### src/rtl/rpi_line_capture_if.sv
// rtl/rpi_line_capture_if.sv - line-buffer bit-serial write port
// Carries the write strobe, bit index and data from the capture stage to the line buffer.
interface rpi_line_capture_if #(
    parameter int ADDR_W = 7
);
    logic              wr_en;
    logic [ADDR_W-1:0] wr_addr;
    logic              wr_data;

    modport master (output wr_en, wr_addr, wr_data);
    modport slave  (input  wr_en, wr_addr, wr_data);
endinterface

### src/rtl/rpi_line_capture.sv
// rtl/rpi_line_capture.sv - RPi DPI single-line capture and decimation into the VGA line buffer
// Optional CAPTURE_MAJORITY_EN: store the majority of each pixel group instead of its first pixel.
module rpi_line_capture #(
    parameter int DECIM       = 4,
    parameter int LINE_BITS   = 90,
    parameter int ADDR_W      = 7,
    parameter int SYNC_STAGES = 2
) (
    input  logic                clk_in,
    input  logic                reset,
    input  logic                rpi_pixel_clock,
    input  logic                rpi_DEN,
    input  logic                b_in,
    input  logic                arm,
    rpi_line_capture_if.master  wr,
    output logic                busy,
    output logic                line_done,
    output logic [ADDR_W-1:0]   bit_count,
    output logic                overflow
);
    localparam int SUB_W = $clog2(DECIM);
    localparam logic [ADDR_W-1:0] LINE_LIM = ADDR_W'(LINE_BITS);

    localparam logic [2:0] ST_IDLE     = 3'd0;
    localparam logic [2:0] ST_WAIT_LOW = 3'd1;
    localparam logic [2:0] ST_WAIT_DEN = 3'd2;
    localparam logic [2:0] ST_CAPTURE  = 3'd3;
    localparam logic [2:0] ST_DONE     = 3'd4;

    // The pixel clock chain is one stage longer so the edge detector sees "prev" and "now".
    logic [SYNC_STAGES:0]   pclk_sync_q;
    logic [SYNC_STAGES-1:0] den_sync_q;
    logic [SYNC_STAGES-1:0] b_sync_q;

    logic [2:0]        state_q, state_d;
    logic [SUB_W-1:0]  sub_q, sub_d;
    logic [ADDR_W-1:0] bit_count_q, bit_count_d;
    logic              overflow_q, overflow_d;
    logic              wr_en_q, wr_en_d;
    logic [ADDR_W-1:0] wr_addr_q, wr_addr_d;
    logic              wr_data_q, wr_data_d;
    logic              grp_write, grp_bit;
`ifdef CAPTURE_MAJORITY_EN
    localparam int CMP_W = SUB_W + 2;
    localparam logic [SUB_W-1:0] SUB_LAST = SUB_W'(DECIM - 1);
    logic [SUB_W:0] ones_q, ones_d, ones_new;
`endif

    logic pix_ev, den, pix_b;
    assign pix_ev = pclk_sync_q[SYNC_STAGES-1] & ~pclk_sync_q[SYNC_STAGES];
    assign den    = den_sync_q[SYNC_STAGES-1];
    assign pix_b  = b_sync_q[SYNC_STAGES-1];

    always_comb begin
        state_d     = state_q;
        sub_d       = sub_q;
        bit_count_d = bit_count_q;
        overflow_d  = overflow_q;
        wr_en_d     = 1'b0;
        wr_addr_d   = wr_addr_q;
        wr_data_d   = wr_data_q;
        grp_write   = 1'b0;
        grp_bit     = 1'b0;
`ifdef CAPTURE_MAJORITY_EN
        ones_d      = ones_q;
        ones_new    = ones_q + {{SUB_W{1'b0}}, pix_b};
`endif
        case (state_q)
            ST_IDLE: begin
                if (arm) begin
                    state_d     = ST_WAIT_LOW;
                    sub_d       = '0;
                    bit_count_d = '0;
                    overflow_d  = 1'b0;
`ifdef CAPTURE_MAJORITY_EN
                    ones_d      = '0;
`endif
                end
            end
            ST_WAIT_LOW: begin
                if (!den) state_d = ST_WAIT_DEN;
            end
            ST_WAIT_DEN, ST_CAPTURE: begin
                if (state_q == ST_CAPTURE && !den) begin
                    state_d = ST_DONE;
`ifdef CAPTURE_MAJORITY_EN
                    if (sub_q != '0) begin
                        grp_write = 1'b1;
                        grp_bit   = ({ones_q, 1'b0} >= {2'b00, sub_q});
                    end
`endif
                end else if (den) begin
                    // DEN high without a pixel yet still opens the line, so an empty line reports done.
                    state_d = ST_CAPTURE;
                    if (pix_ev) begin
                        sub_d = sub_q + SUB_W'(1);
`ifdef CAPTURE_MAJORITY_EN
                        if (sub_q == SUB_LAST) begin
                            grp_write = 1'b1;
                            grp_bit   = ({ones_new, 1'b0} >= CMP_W'(DECIM));
                            ones_d    = '0;
                        end else begin
                            ones_d    = ones_new;
                        end
`else
                        if (sub_q == '0) begin
                            grp_write = 1'b1;
                            grp_bit   = pix_b;
                        end
`endif
                    end
                end
            end
            ST_DONE: state_d = ST_IDLE;
            default: state_d = ST_IDLE;
        endcase

        if (grp_write) begin
            if (bit_count_q < LINE_LIM) begin
                wr_en_d     = 1'b1;
                wr_addr_d   = bit_count_q;
                wr_data_d   = grp_bit;
                bit_count_d = bit_count_q + ADDR_W'(1);
            end else begin
                overflow_d  = 1'b1;
            end
        end
    end

    always_ff @(posedge clk_in) begin
        if (!reset) begin
            pclk_sync_q <= '0;
            den_sync_q  <= '0;
            b_sync_q    <= '0;
            state_q     <= ST_IDLE;
            sub_q       <= '0;
            bit_count_q <= '0;
            overflow_q  <= 1'b0;
            wr_en_q     <= 1'b0;
            wr_addr_q   <= '0;
            wr_data_q   <= 1'b0;
`ifdef CAPTURE_MAJORITY_EN
            ones_q      <= '0;
`endif
        end else begin
            pclk_sync_q <= {pclk_sync_q[SYNC_STAGES-1:0], rpi_pixel_clock};
            den_sync_q  <= {den_sync_q[SYNC_STAGES-2:0], rpi_DEN};
            b_sync_q    <= {b_sync_q[SYNC_STAGES-2:0], b_in};
            state_q     <= state_d;
            sub_q       <= sub_d;
            bit_count_q <= bit_count_d;
            overflow_q  <= overflow_d;
            wr_en_q     <= wr_en_d;
            wr_addr_q   <= wr_addr_d;
            wr_data_q   <= wr_data_d;
`ifdef CAPTURE_MAJORITY_EN
            ones_q      <= ones_d;
`endif
        end
    end

    assign wr.wr_en   = wr_en_q;
    assign wr.wr_addr = wr_addr_q;
    assign wr.wr_data = wr_data_q;
    assign busy       = (state_q == ST_WAIT_LOW) || (state_q == ST_WAIT_DEN) || (state_q == ST_CAPTURE);
    assign line_done  = (state_q == ST_DONE);
    assign bit_count  = bit_count_q;
    assign overflow   = overflow_q;
endmodule
### src/flat_wrapper.sv
// flat-port wrapper written by rule: the top's interface ports become plain ports
module rpi_line_capture_flat 
#(
    parameter int DECIM       = 4,
    parameter int LINE_BITS   = 90,
    parameter int ADDR_W      = 7,
    parameter int SYNC_STAGES = 2
)
  (clk_in, reset, rpi_pixel_clock, rpi_DEN, b_in, arm, busy, line_done, bit_count, overflow, wr_wr_en, wr_wr_addr, wr_wr_data);
  rpi_line_capture_if #(.ADDR_W(ADDR_W)) wr_i ();
  input  logic clk_in;
  input  logic reset;
  input  logic rpi_pixel_clock;
  input  logic rpi_DEN;
  input  logic b_in;
  input  logic arm;
  output logic busy;
  output logic line_done;
  output logic [ADDR_W-1:0] bit_count;
  output logic overflow;
  output wire logic [$bits(wr_i.wr_en)-1:0] wr_wr_en;
  output wire logic [$bits(wr_i.wr_addr)-1:0] wr_wr_addr;
  output wire logic [$bits(wr_i.wr_data)-1:0] wr_wr_data;
  assign wr_wr_en = wr_i.wr_en;
  assign wr_wr_addr = wr_i.wr_addr;
  assign wr_wr_data = wr_i.wr_data;
  rpi_line_capture #(.DECIM(DECIM), .LINE_BITS(LINE_BITS), .ADDR_W(ADDR_W), .SYNC_STAGES(SYNC_STAGES)) u_core (.clk_in(clk_in), .reset(reset), .rpi_pixel_clock(rpi_pixel_clock), .rpi_DEN(rpi_DEN), .b_in(b_in), .arm(arm), .wr(wr_i), .busy(busy), .line_done(line_done), .bit_count(bit_count), .overflow(overflow));
endmodule
### config.mk
export PLATFORM = sky130hd
export DESIGN_NAME = rpi_line_capture_flat
export DESIGN_NICKNAME = d
export VERILOG_FILES = /design/src/rtl/rpi_line_capture_if.sv /design/src/rtl/rpi_line_capture.sv /design/src/flat_wrapper.sv
export SDC_FILE = /design/constraint.sdc
export NUM_CORES = 1
export LEC_CHECK = 0
export CORE_MARGIN = 4
export CORE_UTILIZATION = 50
export DETAILED_ROUTE_END_ITERATION = 7
export PLACE_DENSITY = 0.74
export SLEW_MARGIN = 20
export SYNTH_ARGS = -nofsm -noshare
export SYNTH_HDL_FRONTEND = slang
export SYNTH_SLANG_ARGS = --single-unit
export TNS_END_PERCENT = 50
### constraint.sdc
create_clock -name clk_in -period 1.78 [get_ports clk_in]
set_clock_uncertainty 0.1 [all_clocks]
set_input_delay 0.356 -clock clk_in [delete_from_list [all_inputs] [get_ports clk_in]]
set_output_delay 0.356 -clock clk_in [all_outputs]
set_load 0.03 [all_outputs]
[After elaboration in Yosys (flattened, before gate mapping)]
Index checks and enable logic that the tools add are counted.
Word-level totals
  word-level logic and storage cells: 66
  bits in registers: 29
Cells by class
  equality and inequality tests: 10
  muxes and demuxes: 29
  reductions and logical operators: 12
  add/sub/neg operators: 2
  magnitude comparators: 1
  bitwise gates (word level): 2
Operator list (count)
  two-way mux 7 bit: 4
  two-way mux 1 bit: 15
  two-way mux 3 bit: 4
  one-hot mux 3 bit (3 select lines): 1
  two-way mux 2 bit: 4
  adder 7 x 1 -> 7 bit (second input constant): 1
  less-than comparator 7 bit (second input constant): 1
  equality test 3 x 2 -> 1 bit (second input constant): 2
  inequality test 2 bit (second input constant): 3
  AND reduction 5 bit: 1
  inequality test 2 x 1 -> 1 bit (second input constant): 2
  one-hot mux 2 bit (2 select lines): 1
  AND reduction 2 bit: 2
  equality test 3 x 1 -> 1 bit (second input constant): 1
  equality test 3 bit (second input constant): 1
  zero test 3 bit: 1
  inequality test 3 x 1 -> 1 bit (second input constant): 1
  AND reduction 3 bit: 1
  adder 2 x 1 -> 2 bit (second input constant): 1
  zero test 2 bit: 1
  logical OR 1 bit: 2
  nonzero test 2 bit: 1
  OR reduction 2 bit: 1
  bitwise AND 1 bit: 1
  other kinds (3): 3

[Logic depth before layout (Yosys ltp)]
Gate-level depths: netlist (run 1).
  depth after elaboration: 7
  depth in mapped cells: 7

[Worst setup path after synthesis (run 1)]
Ideal clock, no wire load.
  path kind: register to register
  from: register u_core.bit_count_q[1], in the netlist u_core.bit_count[1]
  to: register u_core.bit_count_q[4], in the netlist u_core.bit_count[4]
  slack: 0.244 ns
  cell stages (with the launch flop): 6
  path buffers: 0
  data arrival time: 1.311 ns
  cells stage by stage: dfxtp_1 ha_1 nand3_1 nor2b_1 o211ai_1 o21ai_0
Between the ends
  cells in the longest elaborated chain, start to end: 3
Ends and longest elaborated chain
  from (decl): line rpi_line_capture.sv:37  | logic [ADDR_W-1:0] bit_count_q, bit_count_d;
  from (signal assigned): line rpi_line_capture.sv:151  | bit_count_q <= bit_count_d;
  adder 7 x 1 -> 7 bit or less-than comparator 7 bit (tied branches): line rpi_line_capture.sv:123, rpi_line_capture.sv:119
  two-way mux 7 bit *: line rpi_line_capture.sv:119  | if (bit_count_q < LINE_LIM) begin
  two-way mux 7 bit *: line rpi_line_capture.sv:118  | if (grp_write) begin
Every way passes the cells marked *; elsewhere a longest branch is shown, timed or not.
A chain may end at the register's enable or synchronous reset.

[Worst setup path in the final report (run 1)]
  from: register u_core.state_q[0]
  to: output port busy
Between the ends
  cells in the longest elaborated chain, start to end: 3
Ends and longest elaborated chain
  from (decl): line rpi_line_capture.sv:35  | logic [2:0] state_q, state_d;
  from (signal assigned): line rpi_line_capture.sv:149  | state_q <= state_d;
  equality test 3 x 1 -> 1 bit or equality test 3 x 2 -> 1 bit (tied branches): line rpi_line_capture.sv:165  | assign busy = (state_q == ST_WAIT_LOW) || (state_q == ST_WAIT_DEN) || (state_q == ST_CAPTURE);
  logical OR 1 bit: line rpi_line_capture.sv:165
  logical OR 1 bit *: line rpi_line_capture.sv:165
  to (decl): line flat_wrapper.sv:17  | output logic busy;
Marked as above.

==> summary.txt, run 1 <==
status -> complete, no violations
Buffers on Ports -> 24
Synth Cell Area -> 1270 um2
CTS buffer count -> 5
P_sw -> 277 uW
P_leak -> 0.750 nW
clock-pin slew on the worst setup and hold paths -> 0.08 ns
Rows -> 17
routed vias/inst -> 5.39
count of final max-slew check failures -> 0
post-DP HPWL -> 2010 um
PD cells -> 691 nW/um2
Period minus WS final -> 1.66 ns
maximum VDD drop -> 596 uV
switch share -> 24.3%
yosys warns -> 0
Worst path most repeated cell -> nor2_1
final instance area -> 1640 um2
Hold Crit Class -> register to register
largest net degree at the start of global routing -> 17
hold endpoint -> u_core.den_sync_q[1]$_SDFF_PN0_
Seq cells post-synth -> 29
Final ANT Viol Nets -> 0
drc violations -> 0
hold depth -> 1
Placed Area -> 1610 um2
R2R Path End -> u_core.bit_count[2]$_SDFF_PN0_
H-tree Lvls -> 2
Chip Height -> 58.4 um
CTS tree -> yes
Setup crit start -> u_core.state_q[0]$_SDFFE_PN0P_
Tightest Pin Transition -> 0.317 ns
R2R Setup Slk -> 0.23 ns
vias post-DR -> 1083
Rel. slew slack -> 78.9%
CP peak stage delay -> 0.38 ns
Syn-to-layout area delta -> 29.4%
Critical Path, Cell by Cell -> nor2_1 -> nor2_1 -> clkdlybuf4s15_1
I/O pin count -> 25
initial DRC count -> 29
WP data arrival -> 1.20 ns
count of TritonRoute iterations in the first routing pass -> 4
sequential power share -> 58.7%
Core ar. -> 2320 um2
critical path depth -> 3
gr ovfl total -> 0
Placer Congestion -> 0.770
# diodes -> 0
clk buf depth -> 2
unrepaired setup endpoints after global routing -> no
crit-path leading delay family -> flip-flops
share of total power in the clock network -> 32.0%
endpoints failing setup -> 0
Clk Latency, worst-skew pair -> 0.32 ns
reg2reg path depth -> 6
CP max FO -> 4
final hold viol count -> 0
Comb pwr share -> 9.3%
Req. time, crit path -> 1.32 ns
initial core utilization -> 54.8%
kind of start point of the critical path -> register
maxcap violations -> 0
Fmax -> 0.604 GHz
first-pass GRT wire length -> 4460 um
cells after synthesis -> 133
Final Cycle Share -> 93.1%
Syn Nets -> 141
die area -> 3410 um2
Crit Path Class -> register to output port
CTS root buffer -> clkbuf_4
wirelength, routed -> 2660 um
Total GRT Usage -> 17.6%
CP Capture Type -> output port
DR WL/cell -> 13.2 um
layout cells sized above 1 -> 17.3%
Distinct cells, synth -> 43
initial antenna violation count -> 0
Reg-to-Reg Start -> u_core.sub_q[0]$_SDFFE_PN0P_
WP buf/inv -> 1
critical path's slowest cell -> dfxtp_1
# clock sinks -> 29
Die X -> 58.4 um
internal power -> 859 uW
vias in the first global route -> 1028
Hold Startpoint -> u_core.den_sync_q[0]$_SDFF_PN0_
Setup TNS Final -> 0 ns
Avg Synthesized Cell Area -> 9.55 um2
Post-layout nets -> 180
sequential share of the synthesized area -> 45.7%
[cells by family after synthesis]
family	Yosys count	synth area share [%]
simple gates	64	29.2
flops	29	45.7
compound gates	23	14.2
buf+inv	7	2.76
mux	7	5.52
fa+ha+maj	2	1.97
xor+xnor	1	0.690
[routing by layer]
metal / vias to the layer above / GRT usage (%) / share of wire, %
met5: - / 0 / 0
met4: 0 / 9.27 / 1.6
met3: 4 / 5.26 / 6.0
met2: 34 / 26.3 / 48
met1: 505 / 22.7 / 45
li1: 540 / - / -
[metrics by stage]
step / cells / power, mW / hold slack, ns / util (%) / worst slack (ns)
after floorplan: 133 / 0.743 / 0.312 / - / 0.244
after global placement: 193 / 0.787 / 0.314 / 69.4 / 0.111
after detailed placement: 193 / 0.790 / 0.331 / 69.4 / 0.0738
after CTS: 201 / 1.15 / 0.352 / 70.7 / 0.00822
after global routing: 201 / 1.19 / 0.363 / 70.9 / 0.0195
final: 201 / 1.14 / 0.349 / 70.9 / 0.124
[cell usage after synthesis, drive strengths merged]
master   number  share of area [%]
a21oi         4                1.6
a22oi         2                1.6
a31oi         1               0.49
and2          9                4.6
and2b         2                1.4
and3          1               0.49
and4          1               0.69
and4b         1               0.79
buf           2                1.3
clkbuf        2               0.59
clkinv        1               0.30
dfxtp        29                 46
ha            2                2.0
inv           2               0.59
mux2i         7                5.5
nand2        20                6.5
nand2b        2               0.99
nand3         5                2.0
nand3b        1               0.59
nand4         1               0.49
nand4bb       1               0.89
nor2          9                3.9
nor2b         6                3.0
nor3          3                1.6
nor3b         1               0.59
nor4b         1               0.69
o2111ai       1               0.69
o211a         2                2.2
o211ai        2                1.2
o21a          1                1.2
o21ai         8                4.3
o22ai         2               0.99
xnor2         1               0.69
[registers in the layout, summed over array words and instances, names as in the netlist]
name and flops:
u_core.wr.wr_addr 7, u_core.overflow 1, u_core.bit_count 7, u_core.wr.wr_data 1
u_core.den_sync_q 2, u_core.b_sync_q 2, u_core.wr.wr_en 1, u_core.sub_q 2
u_core.pclk_sync_q 3, u_core.state_q 3
[worst max-delay path by stage]
stage,to,slack (ns)
4_1_cts,wr_wr_en,0.008
3_5_place_dp,u_core.sub_q[1]$_SDFFE_PN0P_,0.07
6_report,busy,0.12
5_1_grt,busy,0.02
2_1_floorplan,u_core.bit_count[4]$_SDFF_PN0_,0.24
3_3_place_gp,u_core.sub_q[1]$_SDFFE_PN0P_,0.11
[layout by cell type, fill, tap and decap left out, types with 2 or more instances in the layout]
cell,count
ha_1,2
a21oi_1,4
clkdlybuf4s50_1,5
buf_4,13
dfxtp_1,29
nand2_1,19
clkbuf_4,5
dlygate4sd2_1,16
nor3_1,2
nor2b_1,6
and2_1,8
mux2i_1,7
nand3_1,5
o211ai_1,2
o21ai_0,6
clkinv_2,2
o22ai_1,2
nand2b_1,2
inv_1,2
nor2_1,8
[area by class of cell]
cell class / count / area [um2]
Clock buffer: 6 / 41.3
Clock inverter: 2 / 10.0
Fill cell: 204 / 676
Inverter: 3 / 11.3
Multi-Input combinational cell: 97 / 654
Sequential cell: 29 / 581
Tap cell: 28 / 35.0
Timing Repair Buffer: 36 / 310
[power groups by stage]
stage               clock network [mW]  logic (mW)  registers, mW
floorplan                            0      0.0606          0.682
detailed placement                   0       0.108          0.682
finish                           0.363       0.106          0.667
global placement                     0       0.105          0.681
global route                     0.403       0.115          0.668
CTS                              0.374       0.106          0.667
[repair_timing]
action | CTS | global route
resized for setup | 17 | 2
setup buffers | 0 | 0
hold buffers | 0 | 0
setup endpoints to repair | 17 | 2
No activity file was read; power rests on OpenSTA's default activity.
==> inputs of run 2 (changes only) <==
--- a/config.mk
+++ b/config.mk
@@ -5,6 +5,7 @@
 export SDC_FILE = /design/constraint.sdc
 export NUM_CORES = 1
 export LEC_CHECK = 0
+export CAP_MARGIN = 20
 export CORE_MARGIN = 4
 export CORE_UTILIZATION = 50
 export DETAILED_ROUTE_END_ITERATION = 7
==> results of run 2 <==
No change in the layout: final DEF, timing and power equal those of run 1.
==> inputs of run 3 (changes only) <==
==> constraint.sdc (replaced) <==
create_clock -name clk_in -period 1.78 [get_ports clk_in]
set_clock_uncertainty 0.1 [all_clocks]
set_input_delay 0.534 -clock clk_in [delete_from_list [all_inputs] [get_ports clk_in]]
set_output_delay 0.534 -clock clk_in [all_outputs]
set_load 0.03 [all_outputs]
==> run 3 against run 2 <==
  * Combinational power down 7%
  * Die area unchanged
  * Sequential share of layout area down 0.25 points
  * Flip-flop and latch count unchanged
  * Fmax down 4.1%
  * Largest power group unchanged
  * Worst hold slack better by 0.0013 ns
==> summary.txt, run 3 (synthesis gave the netlist of run 1 again) <==
count of TritonRoute iterations in the first routing pass -> 4 (unchanged)
initial core utilization -> 54.8% (unchanged)
CTS tree -> yes
Buffers on Ports -> 24 (unchanged)
Rows -> 17 (unchanged)
wirelength, routed -> 2700 um (+1.4%)
Final ANT Viol Nets -> 0 (unchanged)
CTS buffer count -> 5 (unchanged)
CP Capture Type -> output port
Fmax -> 0.579 GHz (-4.1%)
largest net degree at the start of global routing -> 17 (unchanged)
Syn-to-layout area delta -> 31.1%
Period minus WS final -> 1.73 ns (+0.0709 ns)
Clk Latency, worst-skew pair -> 0.34 ns (+0.02 ns)
commonest non-fill, non-tap cells in the layout -> 26 x dfxtp_1, 19 x nand2_1, 16 x buf_4
Placed Area -> 1580 um2 (-1.7%)
DR WL/cell -> 13.6 um (+2.4%)
CTS root buffer -> clkbuf_4
endpoints failing setup -> 0 (unchanged)
clk buf depth -> 2 (unchanged)
gr ovfl total -> 0 (unchanged)
H-tree Lvls -> 2 (unchanged)
PD cells -> 813 nW/um2 (+18%)
count of final max-slew check failures -> 0 (unchanged)
Placer Congestion -> 0.740 (-4.0%)
layout cells sized above 1 -> 22.2% (+4.9 points)
Total GRT Usage -> 18.0% (+0.38 points)
vias post-DR -> 1053 (-2.8%)
routed vias/inst -> 5.29 (-1.8%)
clock-pin slew on the worst setup and hold paths -> 0.09 ns (about the same)
Req. time, crit path -> 1.15 ns (-0.17 ns)
I/O pin count -> 25 (unchanged)
vias in the first global route -> 1025 (-0.29%)
Crit Path Class -> register to output port
Post-layout nets -> 178 (-1.1%)
Chip Height -> 58.4 um (unchanged)
Die X -> 58.4 um (unchanged)
Tot Pwr -> 1.35 mW (+19%)
Layout Cells excl Fill -> 199 (-1.0%)
final core utilization -> 71.8% (+0.97 points)
WP data arrival -> 1.09 ns (-0.11 ns)
Core ar. -> 2320 um2 (unchanged)
drc violations -> 0 (unchanged)
unrepaired setup endpoints after global routing -> yes
# placed instances -> 191 (-1.0%)
final hold viol count -> 0 (unchanged)
Setup TNS Final -> 0 ns (unchanged)
maxcap violations -> 0 (unchanged)
maximum VDD drop -> 648 uV (+8.7%)
hold_ws -> 0.350 ns (+0.00131 ns)
Place WS -> -0.133 ns (-0.207 ns)
die area -> 3410 um2 (unchanged)
initial antenna violation count -> 0 (unchanged)
Hold Crit Class -> register to register
first-pass GRT wire length -> 4590 um (+2.8%)
Final Cycle Share -> 97.0% (+4.0 points)
status -> complete, no violations
initial DRC count -> 28 (-3.4%)
final instance area -> 1670 um2 (+1.4%)
P_leak -> 0.727 nW (-3.0%)
# clock sinks -> 29 (unchanged)
# diodes -> 0 (unchanged)
smallest setup slack after layout -> 0.0526 ns (-0.0709 ns)
post-DP HPWL -> 1970 um (-1.8%)
kind of start point of the critical path -> register
commonest non-fill, non-tap cell in the layout -> dfxtp_1
CP max FO -> 4 (unchanged)
Tightest Pin Transition -> 0.290 ns (-0.0265 ns)
Rel. slew slack -> 80.4% (+1.5 points)
==> run 3: cell count changes in the layout (fill, tap and decap cells not counted), moves of 2 or more <==
cell,change
buf_4,+3
dfxtp_1,-3
dfxtp_2,+3
dlygate4sd2_1,-3
clkinv_2,-2
==> run 3: final cells by class <==
type,count,area (um2)
clock buffer,6,51.3
clock inverter,2,37.5
fill,190,653
inverter,3,11.3
multi-input combinational,97,662
sequential,29,584
tap,28,35.0
timing repair buffer,34,284
==> run 3: power by group <==
part | leakage, nW | total, mW | switching, mW | internal, mW
clock | 0.0445 | 0.583 | 0.250 | 0.333
sequential | 0.237 | 0.672 | 0.0109 | 0.662
combinational | 0.446 | 0.0984 | 0.0519 | 0.0465
==> run 3: timing repair <==
| action | CTS | global route |
|---|---|---|
| resized for setup | 15 | 3 |
| gates cloned | 0 | 0 |
| setup endpoints to repair | 14 | 2 |
| hold buffers | 0 | 0 |
| pin swaps | 1 | 0 |
| buffers inserted | 0 | 0 |
| hold endpoints to repair | 0 | 0 |
==> run 3: critical path, cell delays in order, from the launching register on <==
cell,delay [ns]
dfxtp_2,0.35
nor2_4,0.13
and2_1,0.13
buf_4,0.15
==> run 3: path summary, 6_finish.rpt <==
kind	endpoint	start	slack (ns)	cells after the start
setup / recovery	line_done	u_core.state_q[0]$_SDFFE_PN0P_	0.05	3
hold / removal	u_core.pclk_sync_q[1]$_SDFF_PN0_	u_core.pclk_sync_q[0]$_SDFF_PN0_	0.35	1
setup reg to reg	u_core.bit_count[2]$_SDFF_PN0_	u_core.sub_q[0]$_SDFFE_PN0P_	0.23	6
hold reg to reg	u_core.pclk_sync_q[1]$_SDFF_PN0_	u_core.pclk_sync_q[0]$_SDFF_PN0_	0.35	1
==> run 3: routing by layer <==
| metal | GRT usage [%] | share of wire [%] | vias up |
|---|---|---|---|
| met5 | 0 | 0 | - |
| met3 | 4.61 | 4.6 | 8 |
| met2 | 28.7 | 46 | 27 |
| met4 | 9.93 | 2.3 | 0 |
| li1 | - | - | 536 |
| met1 | 21.8 | 47 | 482 |
